File: src/rtl/skid_fifo_pkg.sv
// Shared helpers for skid_fifo: width functions and parameter legality checks.
package skid_fifo_pkg;

  function automatic int level_width(input int depth);
    return $clog2(depth + 1);
  endfunction

  // A one-entry ring still needs a 1-bit pointer so the vector is never empty.
  function automatic int ptr_width(input int entries);
    return (entries <= 2) ? 1 : $clog2(entries);
  endfunction

  function automatic bit depth_legal(input int depth);
    return (depth >= 2) && ((depth & (depth - 1)) == 0);
  endfunction

  function automatic bit thresh_legal(input int depth, input int thresh);
    return (thresh >= 1) && (thresh <= depth);
  endfunction

endpackage

File: src/rtl/skid_fifo_ring.sv
// Circular storage behind the skid_fifo output register; pointers wrap at ENTRIES,
// which need not be a power of two.
module skid_fifo_ring
  import skid_fifo_pkg::*;
#(
  parameter int DATA_WIDTH = 32,
  parameter int ENTRIES    = 3
) (
  input  logic                           clk,
  input  logic                           reset_n,
  input  logic                           clear_i,
  input  logic                           push_i,
  input  logic                           pop_i,
  input  logic [DATA_WIDTH-1:0]          wdata_i,
  output logic [DATA_WIDTH-1:0]          rdata_o,
  output logic                           empty_o,
  output logic [$clog2(ENTRIES+1)-1:0]   count_o
);

  localparam int PW = ptr_width(ENTRIES);
  localparam int CW = $clog2(ENTRIES + 1);

  logic [DATA_WIDTH-1:0] mem_q [ENTRIES];
  logic [PW-1:0]         wr_ptr_q, wr_ptr_d;
  logic [PW-1:0]         rd_ptr_q, rd_ptr_d;
  logic [CW-1:0]         count_q, count_d;

  function automatic logic [PW-1:0] next_ptr(input logic [PW-1:0] p);
    return (p == PW'(ENTRIES - 1)) ? '0 : p + PW'(1);
  endfunction

  always_comb begin
    wr_ptr_d = wr_ptr_q;
    rd_ptr_d = rd_ptr_q;
    count_d  = count_q;
    if (clear_i) begin
      wr_ptr_d = '0;
      rd_ptr_d = '0;
      count_d  = '0;
    end else begin
      if (push_i) wr_ptr_d = next_ptr(wr_ptr_q);
      if (pop_i)  rd_ptr_d = next_ptr(rd_ptr_q);
      case ({push_i, pop_i})
        2'b10:   count_d = count_q + CW'(1);
        2'b01:   count_d = count_q - CW'(1);
        default: count_d = count_q;
      endcase
    end
  end

  always_ff @(posedge clk or negedge reset_n) begin
    if (!reset_n) begin
      wr_ptr_q <= '0;
      rd_ptr_q <= '0;
      count_q  <= '0;
    end else begin
      wr_ptr_q <= wr_ptr_d;
      rd_ptr_q <= rd_ptr_d;
      count_q  <= count_d;
    end
  end

  // Payload storage is deliberately left out of reset.
  always_ff @(posedge clk) begin
    if (push_i && !clear_i) mem_q[wr_ptr_q] <= wdata_i;
  end

  assign rdata_o = mem_q[rd_ptr_q];
  assign empty_o = (count_q == '0);
  assign count_o = count_q;

endmodule

File: src/rtl/skid_fifo.sv
// DEPTH-beat valid/ready buffer: output register plus a (DEPTH-1)-entry ring, all outputs
// registered. Define SKID_FIFO_FLUSH_EN to enable the synchronous flush input.
module skid_fifo
  import skid_fifo_pkg::*;
#(
  parameter int DATA_WIDTH         = 32,
  parameter int DEPTH              = 4,
  parameter int ALMOST_FULL_THRESH = DEPTH - 1
) (
  input  logic                            clk,
  input  logic                            reset_n,
  input  logic [DATA_WIDTH-1:0]           in_data,
  input  logic                            in_valid,
  output logic                            in_ready,
  output logic [DATA_WIDTH-1:0]           out_data,
  output logic                            out_valid,
  input  logic                            out_ready,
  input  logic                            flush,
  output logic [$clog2(DEPTH+1)-1:0]      level,
  output logic                            almost_full
);

  localparam int LW = level_width(DEPTH);
  localparam int CW = $clog2(DEPTH);

  if (!depth_legal(DEPTH)) begin : g_bad_depth
    $error("skid_fifo: DEPTH must be a power of two and at least 2");
  end
  if (!thresh_legal(DEPTH, ALMOST_FULL_THRESH)) begin : g_bad_thresh
    $error("skid_fifo: ALMOST_FULL_THRESH must lie in 1..DEPTH");
  end
  if (DATA_WIDTH < 1) begin : g_bad_width
    $error("skid_fifo: DATA_WIDTH must be at least 1");
  end

  logic                  flush_act;
`ifdef SKID_FIFO_FLUSH_EN
  assign flush_act = flush;
`else
  logic unused_flush;
  assign flush_act    = 1'b0;
  assign unused_flush = flush;
`endif

  logic [LW-1:0]         level_q, level_d;
  logic                  in_ready_q, in_ready_d;
  logic                  out_valid_q, out_valid_d;
  logic                  almost_full_q, almost_full_d;
  logic                  reset_hold_q;
  logic [DATA_WIDTH-1:0] out_data_q, out_data_d;

  logic                  rx, tx, out_load;
  logic                  ring_push, ring_pop, ring_empty;
  logic [DATA_WIDTH-1:0] ring_rdata;
  logic [CW-1:0]         ring_count_unused;

  assign rx       = in_valid && in_ready_q;
  assign tx       = out_valid_q && out_ready;
  assign out_load = !out_valid_q || tx;

  // Beats go straight to the output register only when it frees up and nothing is queued ahead.
  assign ring_pop  = out_load && !ring_empty && !flush_act;
  assign ring_push = rx && !flush_act && (!out_load || !ring_empty);

  skid_fifo_ring #(
    .DATA_WIDTH (DATA_WIDTH),
    .ENTRIES    (DEPTH - 1)
  ) u_ring (
    .clk     (clk),
    .reset_n (reset_n),
    .clear_i (flush_act),
    .push_i  (ring_push),
    .pop_i   (ring_pop),
    .wdata_i (in_data),
    .rdata_o (ring_rdata),
    .empty_o (ring_empty),
    .count_o (ring_count_unused)
  );

  always_comb begin
    level_d = level_q + LW'(rx) - LW'(tx);
    if (flush_act) level_d = '0;
    in_ready_d    = (level_d != LW'(DEPTH)) && !reset_hold_q;
    out_valid_d   = (level_d != '0);
    almost_full_d = (level_d >= LW'(ALMOST_FULL_THRESH));

    out_data_d = out_data_q;
    if (!flush_act && out_load) begin
      if (!ring_empty) out_data_d = ring_rdata;
      else if (rx)     out_data_d = in_data;
    end
  end

  always_ff @(posedge clk or negedge reset_n) begin
    if (!reset_n) begin
      level_q       <= '0;
      in_ready_q    <= 1'b0;
      out_valid_q   <= 1'b0;
      almost_full_q <= 1'b0;
      reset_hold_q  <= 1'b1;
    end else begin
      level_q       <= level_d;
      in_ready_q    <= in_ready_d;
      out_valid_q   <= out_valid_d;
      almost_full_q <= almost_full_d;
      reset_hold_q  <= 1'b0;
    end
  end

  always_ff @(posedge clk) begin
    out_data_q <= out_data_d;
  end

  assign in_ready    = in_ready_q;
  assign out_valid   = out_valid_q;
  assign out_data    = out_data_q;
  assign level       = level_q;
  assign almost_full = almost_full_q;

endmodule

File: config.mk
export PLATFORM = sky130hd
export DESIGN_NAME = skid_fifo
export DESIGN_NICKNAME = d
export VERILOG_FILES = /design/src/rtl/skid_fifo_pkg.sv /design/src/rtl/skid_fifo_ring.sv /design/src/rtl/skid_fifo.sv
export SDC_FILE = /design/constraint.sdc
export NUM_CORES = 1
export LEC_CHECK = 0
export ABC_AREA = 1
export BUFFER_PORTS_ARGS = -buffer_cell sky130_fd_sc_hd__buf_2
export CORE_AREA = 4 4 116 118
export CTS_CLUSTER_SIZE = 28
export DETAILED_ROUTE_END_ITERATION = 10
export DIE_AREA = 0 0 120 122
export HOLD_SLACK_MARGIN = 0.1
export PLACE_DENSITY = 0.64
export SETUP_SLACK_MARGIN = 0.4
export SLEW_MARGIN = 20
export SYNTH_ARGS = -nofsm -noshare
export SYNTH_HDL_FRONTEND = slang
export SYNTH_SLANG_ARGS = --single-unit
File: constraint.sdc
create_clock -name clk -period 5 [get_ports clk]
set_clock_uncertainty 0.2 [all_clocks]
set_input_delay 0.5 -clock clk [delete_from_list [all_inputs] [get_ports clk]]
set_output_delay 0.5 -clock clk [all_outputs]
set_load 0.005 [all_outputs]
Yosys cells after proc, flatten, opt, wreduce, memory -nomap -nowiden
Memory sizes are Yosys's and may differ from the RTL's.
Index checks and enable logic that the tools add are counted.

word-level totals
  register bits after elaboration = 45
  bits in writable memories = 96
  input port bits = 37
  output and inout port bits = 38
  logic and storage cells = 45
  memories = 1

cells by class
  add/subtract/negate cells = 6
  order comparisons = 1
  equal/unequal tests = 6
  muxes and demuxes = 7
  reductions and logical operators = 15

memories
  memory        depth  width  read ports  clocked after Yosys merged registers in  wr ports  line                  source
  u_ring.mem_q  3      32     1           0                                        1         skid_fifo_ring.sv:23  logic [DATA_WIDTH-1:0] mem_q [ENTRIES];

operator list
  operator             count
  $mux 32              2
  $add 2x1->2 const B  3
  $eq 2x2->1 const B   3
  $logic_and 1x1->1    5
  $logic_not 1->1      4
  $mux 2               2
  $pmux 2 s2           1
  $add 3x1->3          1
  $ge 3x2->1 const B   1
  $ne 3x3->1 const B   1
  $reduce_bool 3->1    1
  $sub 3x1->3          1
  $eq 2x1->1 const B   1
  $logic_not 2->1      1
  $logic_or 1x1->1     2
  $mux 1               2
  $ne 2x2->1 const B   1
  $reduce_and 2->1     1
  $reduce_bool 2->1    1
  $sub 2x1->2 const B  1

Longest topological paths before layout
  depth after elaboration = 7
  gate-level depth with buffers = 11

Hierarchy
From an unflattened synthesis, not the netlist that was laid out.

second synthesis, totals
  cells, all modules = 389
  area total of the unflattened synthesis = 5669.2 um^2

by module, submodules not included
  module          instances  cells an instance  area each (um^2)  sequential area each (um^2)
  skid_fifo_ring  1          281                3841.2            3032.9
  skid_fifo       1          108                1828.0            1137.3

Worst setup path before layout
No wires, ideal clock.

  path kind = in2reg
  from = input in_valid
  to = memory u_ring.mem_q[2][0], enable pin
  data arrival time = 3.026 ns
  data required time = 4.339 ns
  setup slack = 1.313 ns
  stages on the path = 3
  path buffers = 0
  cell sequence = nand2_1 -> o21bai_2 -> nor3_1

on the way
  longest elaborated chain between the ends = 4

ends and longest elaborated chain
  element                       line                  source
  from (decl)                   skid_fifo.sv:13       input logic in_valid,
  $logic_and 1x1->1             skid_fifo.sv:57       assign rx = in_valid && in_ready_q;
  $logic_and 1x1->1             skid_fifo.sv:63       assign ring_push = rx && !flush_act && (!out_load || !ring_empty);
  $mux 1                        skid_fifo_ring.sv:65  if (push_i && !clear_i) mem_q[wr_ptr_q] <= wdata_i;
  $mux 1 (implied by the code)  skid_fifo_ring.sv:65
  to (decl)                     skid_fifo_ring.sv:23

Every way passes these cells.

Worst setup path after layout
  from = register u_ring.count_q[0], in the netlist u_ring.count_o[0]
  to = memory u_ring.mem_q[2][20], enable pin

on the way
  longest elaborated chain between the ends = 6

ends and longest elaborated chain
  element                       line                  source
  from (decl)                   skid_fifo_ring.sv:26  logic [CW-1:0] count_q, count_d;
  from (signal assigned)        skid_fifo_ring.sv:59  count_q <= count_d;
  $logic_not 2->1               skid_fifo_ring.sv:69  assign empty_o = (count_q == '0);
  $logic_not 1->1               -
  $logic_or 1x1->1              skid_fifo.sv:63
  $logic_and 1x1->1             skid_fifo.sv:63
  $mux 1                        skid_fifo_ring.sv:65
  $mux 1 (implied by the code)  skid_fifo_ring.sv:65

Every way passes these cells.

==> results.json <==
{
  "outcome": "finished, final reports clean",
  "avgSynthCellArea_um2": 12.4,
  "initial_core_util": 0.443,
  "final_max_slew_viol_count": 0,
  "layout.area.seq_um2": 4170,
  "final_cell_mix": "edfxtp_1, nand2_1, buf_2, nor2_1, inv_1",
  "crit_slowest_cell": "nor3_2",
  "dp_cells": 677,
  "track_usage": 0.161,
  "setup_tns_ps": 0,
  "synth_cells": 446,
  "grt_pass1_vias": 3512,
  "min_from": "in_data[12]",
  "dieWidth_um": 120,
  "slew_headroom": 0.297,
  "rsz0062_at_grt": "false",
  "clockRootBuffer": "clkbuf_16",
  "max_cap_viol_count": 0,
  "gr-total-overflow": 0,
  "io_buffers": 73,
  "critPathArrivalTime_ps": 3110,
  "path_cells": "inv_1, nand2_2, o21bai_2, nor3_2, buf_4",
  "multi_input_area_um2": 1130,
  "slowest_delay_ps": 710,
  "htree_num_levels": 4,
  "syn_area_um2": 5520,
  "hold_end": "u_ring.mem_q[0][12]",
  "clockBufferDepth": 2,
  "gp_congestion": 0.726,
  "setup_violations": 0,
  "cts_buffers": 17,
  "antenna_found_initial": 0,
  "hold_violations": 0,
  "worst-path-buf-inv": 2,
  "drc": 0,
  "vdd_drop_max_v": 0.000291,
  "cp.required_ps": 4880,
  "num_rows": 41,
  "fillers": 1017,
  "whs_path_depth": 1,
  "die-area_um2": 14600,
  "postCtsSetupBuffers": 0,
  "insertion_delay_ps": 420,
  "ys_seq_area_frac": 0.756,
  "crit_fanout": 34,
  "setup.reg_to_reg.worst_slack_ps": 1770,
  "worstReg2RegStart": "u_ring.count_o[0]",
  "wl_per_cell_um": 15.3,
  "power.density_nw_per_um2": 630,
  "areaGrowthSynthToFinish_pct": 26.9,
  "startpoint_type": "flop",
  "tightest_slew_ps": 1050,
  "drt_iter0_markers": 256,
  "final.min_clock_period_ps": 3230,
  "grt_pass1_wl_mm": 17.6,
  "vias": 3504,
  "worst-setup-path-type": "flop to flop",
  "yosys_warnings": 0,
  "core_area_um2": 12500,
  "timing.rr.end": "u_ring.mem_q[2][20]",
  "reg2regPathDepth": 5,
  "p_leak_nw": 2.86,
  "hpwl_mm": 6.34,
  "hold_path.class": "input pin to flop",
  "clock.fmax_mhz": 310,
  "ys_seq_elements": 141,
  "ioPinCount": 75,
  "n_antenna_cell": 0,
  "final_cells": 734,
  "vias_per_cell": 4.77,
  "clk_pin_slew_ps": 60,
  "syn-num-nets": 487,
  "critPathCaptureType": "flop",
  "drt_pre_antenna_iters": 4,
  "die_h_um": 122,
  "cts_tree": "yes",
  "yosysUniqueCellTypes": 23,
  "grt_max_degree": 36,
  "ant_nets": 0,
  "nets": 590,
  "critPathTopFamily": "simple AND/OR/NAND/NOR gates",
  "drive_gt1_frac": 0.214,
  "final_common_cell": "edfxtp_1",
  "numClockSinks": 141,
  "wl_mm": 11.2,
  "fin_crit_sh": 0.646
}
## Yosys cell counts
cell type | count | area (µm²)
o21ai_0 | 4 | 20.0
nor3_1 | 1 | 5.00
dfstp_2 | 1 | 26.3
ha_1 | 3 | 37.5
nor2_4 | 1 | 11.3
dfrtp_1 | 12 | 300
a21oi_1 | 20 | 100
fa_1 | 1 | 20.0
xnor2_1 | 1 | 8.76
o21bai_2 | 1 | 11.3
or2_2 | 2 | 12.5
inv_2 | 1 | 3.75
conb_1 | 1 | 3.75
nand2_1 | 118 | 443
buf_4 | 4 | 30.0
nand3_1 | 5 | 25.0
inv_1 | 45 | 169
nor2_1 | 59 | 221
xor2_1 | 1 | 8.76
nor2_2 | 2 | 12.5
buf_2 | 12 | 60.1
edfxtp_1 | 128 | 3840
a31oi_1 | 23 | 144
## cell families (layout without fill, tap and decap cells)
kind of cell    after synthesis  after routing  synth area share
simple gates                188            188             0.132
flops                       141            141             0.756
buf+inv                      62            178            0.0476
compound gates               48             48            0.0499
fa+ha+maj                     4              4            0.0104
xor+xnor                      2              2           0.00318
other cells                   1              1          0.000680
## layout make-up
class	count	share of cell area
Sequential cell	141	0.596
Multi-Input combinational cell	243	0.161
Tap cell	172	0.0307
Clock inverter	11	0.0302
Timing Repair Buffer	100	0.0901
Clock buffer	21	0.0672
Inverter	46	0.0247
## power by group
part	internal, W	switching [W]
combinational	0.000413	0.000758
sequential	0.00168	0.000129
clock	0.000973	0.000463
total	0.00306	0.00135
## worst register-to-register path, cell delays in order (launching register included)
cell and delay (ps):
dfrtp_1 460, inv_1 80, nand2_2 620, o21bai_2 330
nor3_2 710, buf_4 470
## what timing repair did
| item | CTS | global route |
|---|---|---|
| endpoints found under the setup margin | 0 | 0 |
| hold endpoints to repair | 76 | 5 |
| gates resized for setup | 0 | 0 |
| hold buffers | 23 | 2 |
## registers in the layout (all words and copies together) (netlist names)
| register | cells |
|---|---|
| level | 3 |
| u_ring.count_o | 2 |
| u_ring.mem_q | 96 |
| almost_full | 1 |
| out_data | 32 |
| out_valid | 1 |
| in_ready | 1 |
| u_ring.rd_ptr_q | 2 |
| u_ring.wr_ptr_q | 2 |
| reset_hold_q | 1 |
## metal layers
metal / vias to the layer above / track usage / wire [µm]
met4: 0 / 0.0551 / 94
met2: 86 / 0.266 / 5670
li1: 1716 / - / -
met1: 1693 / 0.198 / 4910
met3: 9 / 0.0566 / 566
met5: - / 0 / 0
## per-stage QoR
step | util | setup WS [ps] | instance area [µm²] | hold slack (ps) | power [W]
2_1_floorplan | - | 1310 | 5520 | 4.41 | 0.00255
3_3_place_gp | 0.487 | 1810 | 6070 | 202 | 0.00295
3_5_place_dp | 0.487 | 1710 | 6070 | 207 | 0.00300
4_1_cts | 0.560 | 1690 | 6980 | 100 | 0.00445
5_1_grt | 0.562 | 1520 | 7000 | 102 | 0.00467
6_report | 0.562 | 1770 | 7000 | 110 | 0.00441
## worst max-delay path by stage
stage	endpoint	slack [ps]	cells past startpoint	start
CTS	u_ring.mem_q[2][20]	1690	5	u_ring.count_o[0]
detailed placement	u_ring.mem_q[2][27]	1710	5	u_ring.count_o[0]
global route	u_ring.mem_q[2][11]	1520	5	u_ring.count_o[0]
floorplan	u_ring.mem_q[2][0]	1310	3	in_valid
finish	u_ring.mem_q[2][20]	1770	5	u_ring.count_o[0]
global placement	u_ring.mem_q[2][27]	1810	5	u_ring.count_o[0]
Power figures use the tool's default switching activity.
